===== config.mk =====
export PLATFORM = sky130hd
export DESIGN_NAME = uart_tx_ctrl
export DESIGN_NICKNAME = d
export VERILOG_FILES = /design/src/rtl/uart_tx_ctrl.sv
export SDC_FILE = /design/constraint.sdc
export NUM_CORES = 1
export LEC_CHECK = 0
export CORE_AREA = 2 2 39 41
export CTS_CLUSTER_SIZE = 24
export DETAILED_ROUTE_END_ITERATION = 10
export DIE_AREA = 0 0 41 43
export PLACE_DENSITY = 0.72
export SKIP_LAST_GASP = 1
export SYNTH_ARGS = -nofsm -noshare
export SYNTH_HDL_FRONTEND = slang
export SYNTH_SLANG_ARGS = --single-unit

===== constraint.sdc =====
create_clock -name CLK -period 2.9 [get_ports CLK]
set_input_delay 0.435 -clock CLK [delete_from_list [all_inputs] [get_ports CLK]]
set_output_delay 0.435 -clock CLK [all_outputs]
set_load 0.01 [all_outputs]

===== src/rtl/uart_tx_ctrl.sv =====
// UART transmit frame controller: sequences start/data/parity/stop bits around
// an external serializer, computes parity at accept and cross-checks ser_done.
module uart_tx_ctrl #(
  parameter int DATA_WIDTH = 8,
  parameter int STOP_BITS  = 1
) (
  input  logic                  CLK,
  input  logic                  RST,
  input  logic                  Data_Valid,
  input  logic [DATA_WIDTH-1:0] P_DATA,
  input  logic                  PAR_EN,
  input  logic                  PAR_TYP,
  input  logic                  ser_done,
  input  logic                  ser_data,
  output logic                  ser_en,
  output logic                  busy,
  output logic                  TX_OUT,
  output logic                  sync_err
);

  localparam int CW = (DATA_WIDTH > 1) ? $clog2(DATA_WIDTH) : 1;
  localparam logic [CW-1:0] W_LAST = CW'(DATA_WIDTH - 1);
  localparam logic [CW-1:0] W_DONE_AT = CW'(DATA_WIDTH - 2);
  localparam logic W_STOP_LAST = 1'(STOP_BITS - 1);

  typedef enum logic [2:0] {
    S_IDLE   = 3'd0,
    S_START  = 3'd1,
    S_DATA   = 3'd2,
    S_PARITY = 3'd3,
    S_STOP   = 3'd4
  } state_t;

  state_t        r_state, w_next;
  logic [CW-1:0] r_bit_cnt, w_bit_cnt_nxt;
  logic          r_stop_cnt, w_stop_cnt_nxt;
  logic          r_par_bit, r_par_en_q, r_sync_err;
  logic          w_accept, w_sync_err;

  always_ff @(posedge CLK or negedge RST) begin
    if (!RST) begin
      r_state    <= S_IDLE;
      r_bit_cnt  <= '0;
      r_stop_cnt <= 1'b0;
      r_par_bit  <= 1'b0;
      r_par_en_q <= 1'b0;
      r_sync_err <= 1'b0;
    end else begin
      r_state    <= w_next;
      r_bit_cnt  <= w_bit_cnt_nxt;
      r_stop_cnt <= w_stop_cnt_nxt;
      r_sync_err <= w_sync_err;
      if (w_accept) begin
        r_par_bit  <= (^P_DATA) ^ PAR_TYP;
        r_par_en_q <= PAR_EN;
      end
    end
  end

  always_comb begin
    w_next         = r_state;
    w_bit_cnt_nxt  = r_bit_cnt;
    w_stop_cnt_nxt = r_stop_cnt;
    w_accept       = 1'b0;
    w_sync_err     = 1'b0;
    ser_en         = 1'b0;
    TX_OUT         = 1'b1;
    case (r_state)
      S_IDLE: begin
        if (Data_Valid) begin
          w_accept = 1'b1;
          w_next   = S_START;
        end
      end
      S_START: begin
        TX_OUT        = 1'b0;
        ser_en        = 1'b1;
        w_sync_err    = ser_done;
        w_bit_cnt_nxt = '0;
        w_next        = S_DATA;
      end
      S_DATA: begin
        TX_OUT     = ser_data;
        ser_en     = (r_bit_cnt < W_LAST);
        // serializer raises done one bit early because its output is registered
        w_sync_err = ser_done ^ (r_bit_cnt == W_DONE_AT);
        if (r_bit_cnt == W_LAST) begin
          w_bit_cnt_nxt = '0;
          w_next        = r_par_en_q ? S_PARITY : S_STOP;
        end else begin
          w_bit_cnt_nxt = r_bit_cnt + 1'b1;
        end
      end
      S_PARITY: begin
        TX_OUT = r_par_bit;
        w_next = S_STOP;
      end
      S_STOP: begin
        if (r_stop_cnt == W_STOP_LAST) begin
          w_stop_cnt_nxt = 1'b0;
          w_next         = S_IDLE;
        end else begin
          w_stop_cnt_nxt = r_stop_cnt + 1'b1;
        end
      end
      default: begin
        w_next         = S_IDLE;
        w_bit_cnt_nxt  = '0;
        w_stop_cnt_nxt = 1'b0;
      end
    endcase
  end

  assign busy     = (r_state != S_IDLE);
  assign sync_err = r_sync_err;

endmodule


==> results of run 1 <==
[layer usage]
metal,GRT usage [%],vias to the layer above,wire length (um)
met5,0,-,0
met4,10.0,0,22
met3,3.14,4,67
met2,20.6,16,471
met1,21.5,222,512
li1,-,250,-
[layout make-up]
class	count	share of cell area, %
Inverter	2	0.942
Timing Repair Buffer	18	22.6
Multi-Input combinational cell	49	42.4
Sequential cell	9	28.3
Clock buffer	4	3.30
Tap cell	16	2.51
[report_power, final]
| part | internal (mW) | switching, mW | leakage (nW) |
|---|---|---|---|
| sequential | 0.175 | 0.0687 | 0.115 |
| combinational | 0.173 | 0.137 | 0.223 |
| clock | 0.0531 | 0.0445 | 0.0150 |
[cells in the mapped netlist]
master / n / area [um2]
o21ai_0: 4 / 20.0
o21ai_1: 1 / 5.00
mux2_1: 1 / 11.3
nor2b_1: 2 / 12.5
nor3_1: 3 / 15.0
nor2_1: 7 / 26.3
ha_1: 3 / 37.5
xnor2_1: 3 / 26.3
inv_1: 2 / 7.51
buf_2: 1 / 5.00
mux2i_1: 1 / 10.0
a21oi_1: 6 / 30.0
nand3b_1: 1 / 7.51
mux2_2: 1 / 11.3
nand2_1: 5 / 18.8
nand2b_1: 3 / 18.8
xnor2_2: 2 / 32.5
xnor3_1: 1 / 22.5
dfrtp_1: 9 / 225
nand3_1: 1 / 5.00
a31oi_1: 2 / 12.5
or3_1: 1 / 6.26
xor2_1: 1 / 8.76
[how the worst max path moves through the flow]
stage,from,to,cells past startpoint
floorplan,P_DATA[2],r_par_bit$_DFFE_PN0P_,4
global placement,ser_data,TX_OUT,4
detailed placement,r_state[0]$_DFFE_PN0P_,ser_en,5
CTS,r_state[0]$_DFFE_PN0P_,ser_en,5
global route,r_state[0]$_DFFE_PN0P_,ser_en,5
finish,r_state[0]$_DFFE_PN0P_,ser_en,5
[registers in the layout (all words and copies together) (netlist names)]
name	flops
sync_err	1
r_par_bit	1
r_state	3
r_bit_cnt	3
r_par_en_q	1
[worst max-delay path, stage by stage, from the launching register on]
cell,delay (ps)
dfrtp_1,490
nand2b_1,260
a31oi_1,180
nor2_1,60
nor2_1,90
clkdlybuf4s50_1,530
[logic make-up (layout without fill, tap and decap cells)]
group                    count (synthesis)  in the layout  synth area share, %
multiplexers                             3              3                 5.65
buffers and inverters                    3             24                 2.17
AO/OA/AOI/OAI                           13             13                 11.7
flip-flops                               9              9                 39.1
AND/OR/NAND/NOR                         23             23                 19.1
adder cells (fa/ha/maj)                  3              3                 6.52
XOR/XNOR                                 7              7                 15.7
==> results.yml, run 1 <==
placement:
  placed_area_um2: 771
  hpwl_um: 817
  io_buffers: 18
  placed_cells_incl_taps: 94
  gp_congestion: 0.775
  dp_slack_ps: 884
floorplan:
  num_io_pins: 19
  die_area_mm2: 0.00176
  rows: 14
  start_util_pct: 41.6
  fp.dieW_um: 41
  core_mm2: 0.00138
  die_height_um: 43
sta:
  finalSetupViolCount: 0
  tightest_slew_ps: 388
  slew_headroom_pct: 74.0
  setup_ws_ps: 595
  hold_ws_ps: 457
  max_freq_ghz: 0.434
  clock_skew_ps: 4.28
  fin_crit_ps: 2310
  rsz0062_at_grt: "false"
  period_share_pct: 79.5
  setup-tns-final_ps: 0
  hold_violations: 0
  drv_slew: 0
yosys:
  yosys.cell_types.count: 23
  synth-seq-cells: 9
  synthesis.nets: 79
  syn_area_per_cell_um2: 9.44
  syn-instance-count: 61
  ys_warn_count: 0
  synth_seq_area_share_pct: 39.1
  synthesis.area_um2: 576
global_route:
  grt_pass1_vias: 463
  grt_pass1_wl_mm: 1.82
  grt_usage_pct: 15.4
  antenna_found_initial: 0
  grt_overflow_total: 0
  grt_max_degree: 13
cells_and_area:
  area_growth_pct: 38.5
  utilization_pct: 57.6
  layout.nets: 101
  diodes: 0
  fin_area_um2: 797
  ff_latch_area_um2: 225
  fin_cells: 98
  drive_above_1_share_pct: 7.32
  nFillCells: 133
  mostFrequentLayoutCell: "clkdlybuf4s50_1"
  multi_input_area_um2: 338
  final_cell_mix: "clkdlybuf4s50_1, dfrtp_1, nor2_1"
clocking:
  cts_buffers: 3
  post_cts_resized: 0
  clkTransAtPathRegs_ps: 60
  clock_sinks: 9
  post-cts-setup-buffers: 0
  htreeDepth: 1
  cts_tree: "done"
  holdBufCountCts: 0
  clock_latency_ps: 260
  ctsLongestPathBuffers: 2
  cts_root_buf: "clkbuf_4"
worst_setup_path:
  crit_type: "reg -> out"
  critPathMaxFanout: 12
  required_ps: 2470
  reg2reg_to: "r_bit_cnt[1]$_DFFE_PN0N_"
  rr_startpoint: "r_bit_cnt[0]$_DFFE_PN0N_"
  reg2reg_depth: 5
  critPathLaunchType: "flop"
  reg2reg_slack_ps: 1490
  worstPathArrival_ps: 1870
  crit_path_end_kind: "primary output"
routing:
  final_antenna_net_count: 0
  drtIter0Drc: 10
  wire_per_inst_um: 10.9
  vias: 492
  dr.pass1.iters: 4
  viasPerCell: 5.02
  drc: 0
  wl_mm: 1.07
power:
  p_leak_nw: 0.353
  ir_worst_vdd_mv: 0.461
  powerDensity_mw_per_mm2: 817
  power.total_mw: 0.651
flow_run:
  cap_violations: 0
status:
  outcome: "complete, no violations"
worst_hold_path:
  hp-class: "in -> async"
(Power assumes the default switching activity.)
==> inputs of run 2 (changes only) <==
CORE_AREA = default   (was 2 2 39 41)
CORE_MARGIN = 2   (was default)
CORE_UTILIZATION = 43   (was default)
DIE_AREA = default   (was 0 0 41 43)
clock period = 2.31 ns   (was 2.9 ns; I/O delays follow)
==> run 2 against run 1 <==
Effect of this change: clock skew barely moved; sequential power rose by 25%; cell area did not move; die area fell by 6.6%; total power rose by 27%; wire length rose by 5.9%; hold slack got worse by 82 ps; combinational power rose by 27%; global-route usage rose by 3.5 points; sequential share of layout area rose by 0.16 points; register-to-register slack got worse by 600 ps; first-iteration DRC count rose by 50%; critical endpoint unchanged; largest cell class unchanged; highest routed layer unchanged.
==> results.yml, run 2 (synthesis gave the netlist of run 1 again) <==
status:
  outcome: "complete, no violations"
cells_and_area:
  area_growth_pct: 38.5
  diodes: 0
  nFillCells: 122
  mostFrequentLayoutCell: "clkdlybuf4s50_1"
  reg.largest.list: "r_bit_cnt (3), r_state (3)"
  drive_above_1_share_pct: 8.54
  utilization_pct: 62.8
  final_cell_mix: "clkdlybuf4s50_1, dfrtp_1, nor2_1"
  layout.nets: 101
sta:
  hold_violations: 0
  rsz0062_at_grt: "false"
  max_freq_ghz: 0.463
  setup-tns-final_ps: 0
  clock_skew_ps: 3.97
  slew_headroom_pct: 72.4
  fin_crit_ps: 2160
  tightest_slew_ps: 413
  period_share_pct: 93.4
  drv_slew: 0
  finalSetupViolCount: 0
power:
  power_frac_comb_pct: 47.7
  power.share.switching_pct: 38.8
  power.total_mw: 0.826
  seq_power_share_pct: 37.1
  intPower_mw: 0.505
  p_leak_nw: 0.352
  power_switching_mw: 0.320
  powerDensity_mw_per_mm2: 1040
  p_clk_share_pct: 15.3
  ir_worst_vdd_mv: 0.636
clocking:
  htreeDepth: 1
  ctsLongestPathBuffers: 2
  clock_latency_ps: 270
  post-cts-setup-buffers: 0
  clock_sinks: 9
  cts_tree: "done"
  clkTransAtPathRegs_ps: 70
  cts_root_buf: "clkbuf_4"
  cts_buffers: 3
worst_setup_path:
  rr_startpoint: "r_bit_cnt[0]$_DFFE_PN0N_"
  critPathMaxFanout: 12
  crit_type: "reg -> out"
  worstPathArrival_ps: 1810
  critPathLaunchType: "flop"
  critPathBufInv: 1
  cp_common_cell: "nor2_1"
  reg2reg_to: "r_bit_cnt[1]$_DFFE_PN0N_"
  crit_slowest_cell: "clkdlybuf4s50_1"
  reg2reg_depth: 5
  crit_chain: "nand2b_1 -> a31oi_1 -> nor2_1 -> nor2_1 -> clkdlybuf4s50_1"
  crit_path_end_kind: "primary output"
  cp_top_family: "buffers and inverters"
  reg2reg_slack_ps: 890
  slowest_delay_ps: 540
  required_ps: 1960
global_route:
  grt_usage_pct: 18.8
  grt_pass1_wl_mm: 1.95
  antenna_found_initial: 0
  grt_max_degree: 13
  grt_overflow_total: 0
  grt_pass1_vias: 457
routing:
  viasPerCell: 5.21
  final_antenna_net_count: 0
  dr.pass1.iters: 4
  wire_per_inst_um: 11.7
  drtIter0Drc: 15
  drc: 0
  wl_mm: 1.14
  vias: 505
placement:
  hpwl_um: 865
  io_buffers: 18
  gp_congestion: 0.832
floorplan:
  fp.dieW_um: 40.6
  die_area_mm2: 0.00165
  core_mm2: 0.00127
  start_util_pct: 45.4
  die_height_um: 40.6
  rows: 13
  num_io_pins: 19
worst_hold_path:
  hp-class: "in -> async"
flow_run:
  cap_violations: 0
run 2: cell types whose count changed in the layout (fill, tap and decap cells not counted):
cell,before,now
dfrtp_2,0,1
dfrtp_1,9,8
run 2: worst reg2reg max path, cell delays in order (launching register included):
cell,delay [ps]
dfrtp_1,440
ha_1,220
ha_1,240
nor3_1,190
a21oi_1,70
o21ai_0,170
run 2: what timing repair did:
item / CTS / global route
hold buffers: 0 / 0
gates resized for setup: 0 / 1
endpoints found under the setup margin: 0 / 1
run 2: worst max-delay path by stage:
| stage | startpoint | to | cells after the start |
|---|---|---|---|
| 5_1_grt | r_state[0]$_DFFE_PN0P_ | ser_en | 5 |
| 6_report | r_state[0]$_DFFE_PN0P_ | ser_en | 5 |
| 3_3_place_gp | P_DATA[2] | r_par_bit$_DFFE_PN0P_ | 5 |
| 4_1_cts | r_state[0]$_DFFE_PN0P_ | ser_en | 5 |
| 3_5_place_dp | r_state[0]$_DFFE_PN0P_ | ser_en | 5 |
| 2_1_floorplan | P_DATA[2] | r_par_bit$_DFFE_PN0P_ | 4 |
run 2: power by group through the flow:
stage               registers, mW  clock network, mW  logic [mW]
finish                      0.306              0.126       0.394
global route                0.320              0.141       0.450
CTS                         0.304              0.130       0.395
detailed placement          0.305                  0       0.393
global placement            0.304                  0       0.388
floorplan                   0.277                  0       0.263
run 2: area by class of cell:
cell class / instances / area [um2] / area share (%)
multi-input cells: 49 / 338 / 42.4
repair buffers: 18 / 180 / 22.6
well taps: 15 / 18.8 / 2.35
inverters: 2 / 7.51 / 0.942
flip-flops and latches: 9 / 226 / 28.4
clock buffers: 4 / 26.3 / 3.30
run 2: metal layers:
layer,up-vias,global-route usage (%),share of wire (%)
li1,252,-,-
met1,228,26.6,45
met5,-,0,0
met2,22,24.6,47
met4,0,15.0,2.0
met3,3,3.33,5.7
run 2: stage by stage:
| stage | hold slack (ps) | area (um2) | setup WS [ps] | std cells |
|---|---|---|---|---|
| after CTS | 396 | 796 | 104 | 97 |
| after detailed placement | 503 | 769 | 398 | 93 |
| after global routing | 411 | 797 | 44.5 | 97 |
| after global placement | 493 | 769 | 436 | 93 |
| final | 375 | 797 | 152 | 97 |
| after floorplan | 50.9 | 576 | 935 | 61 |
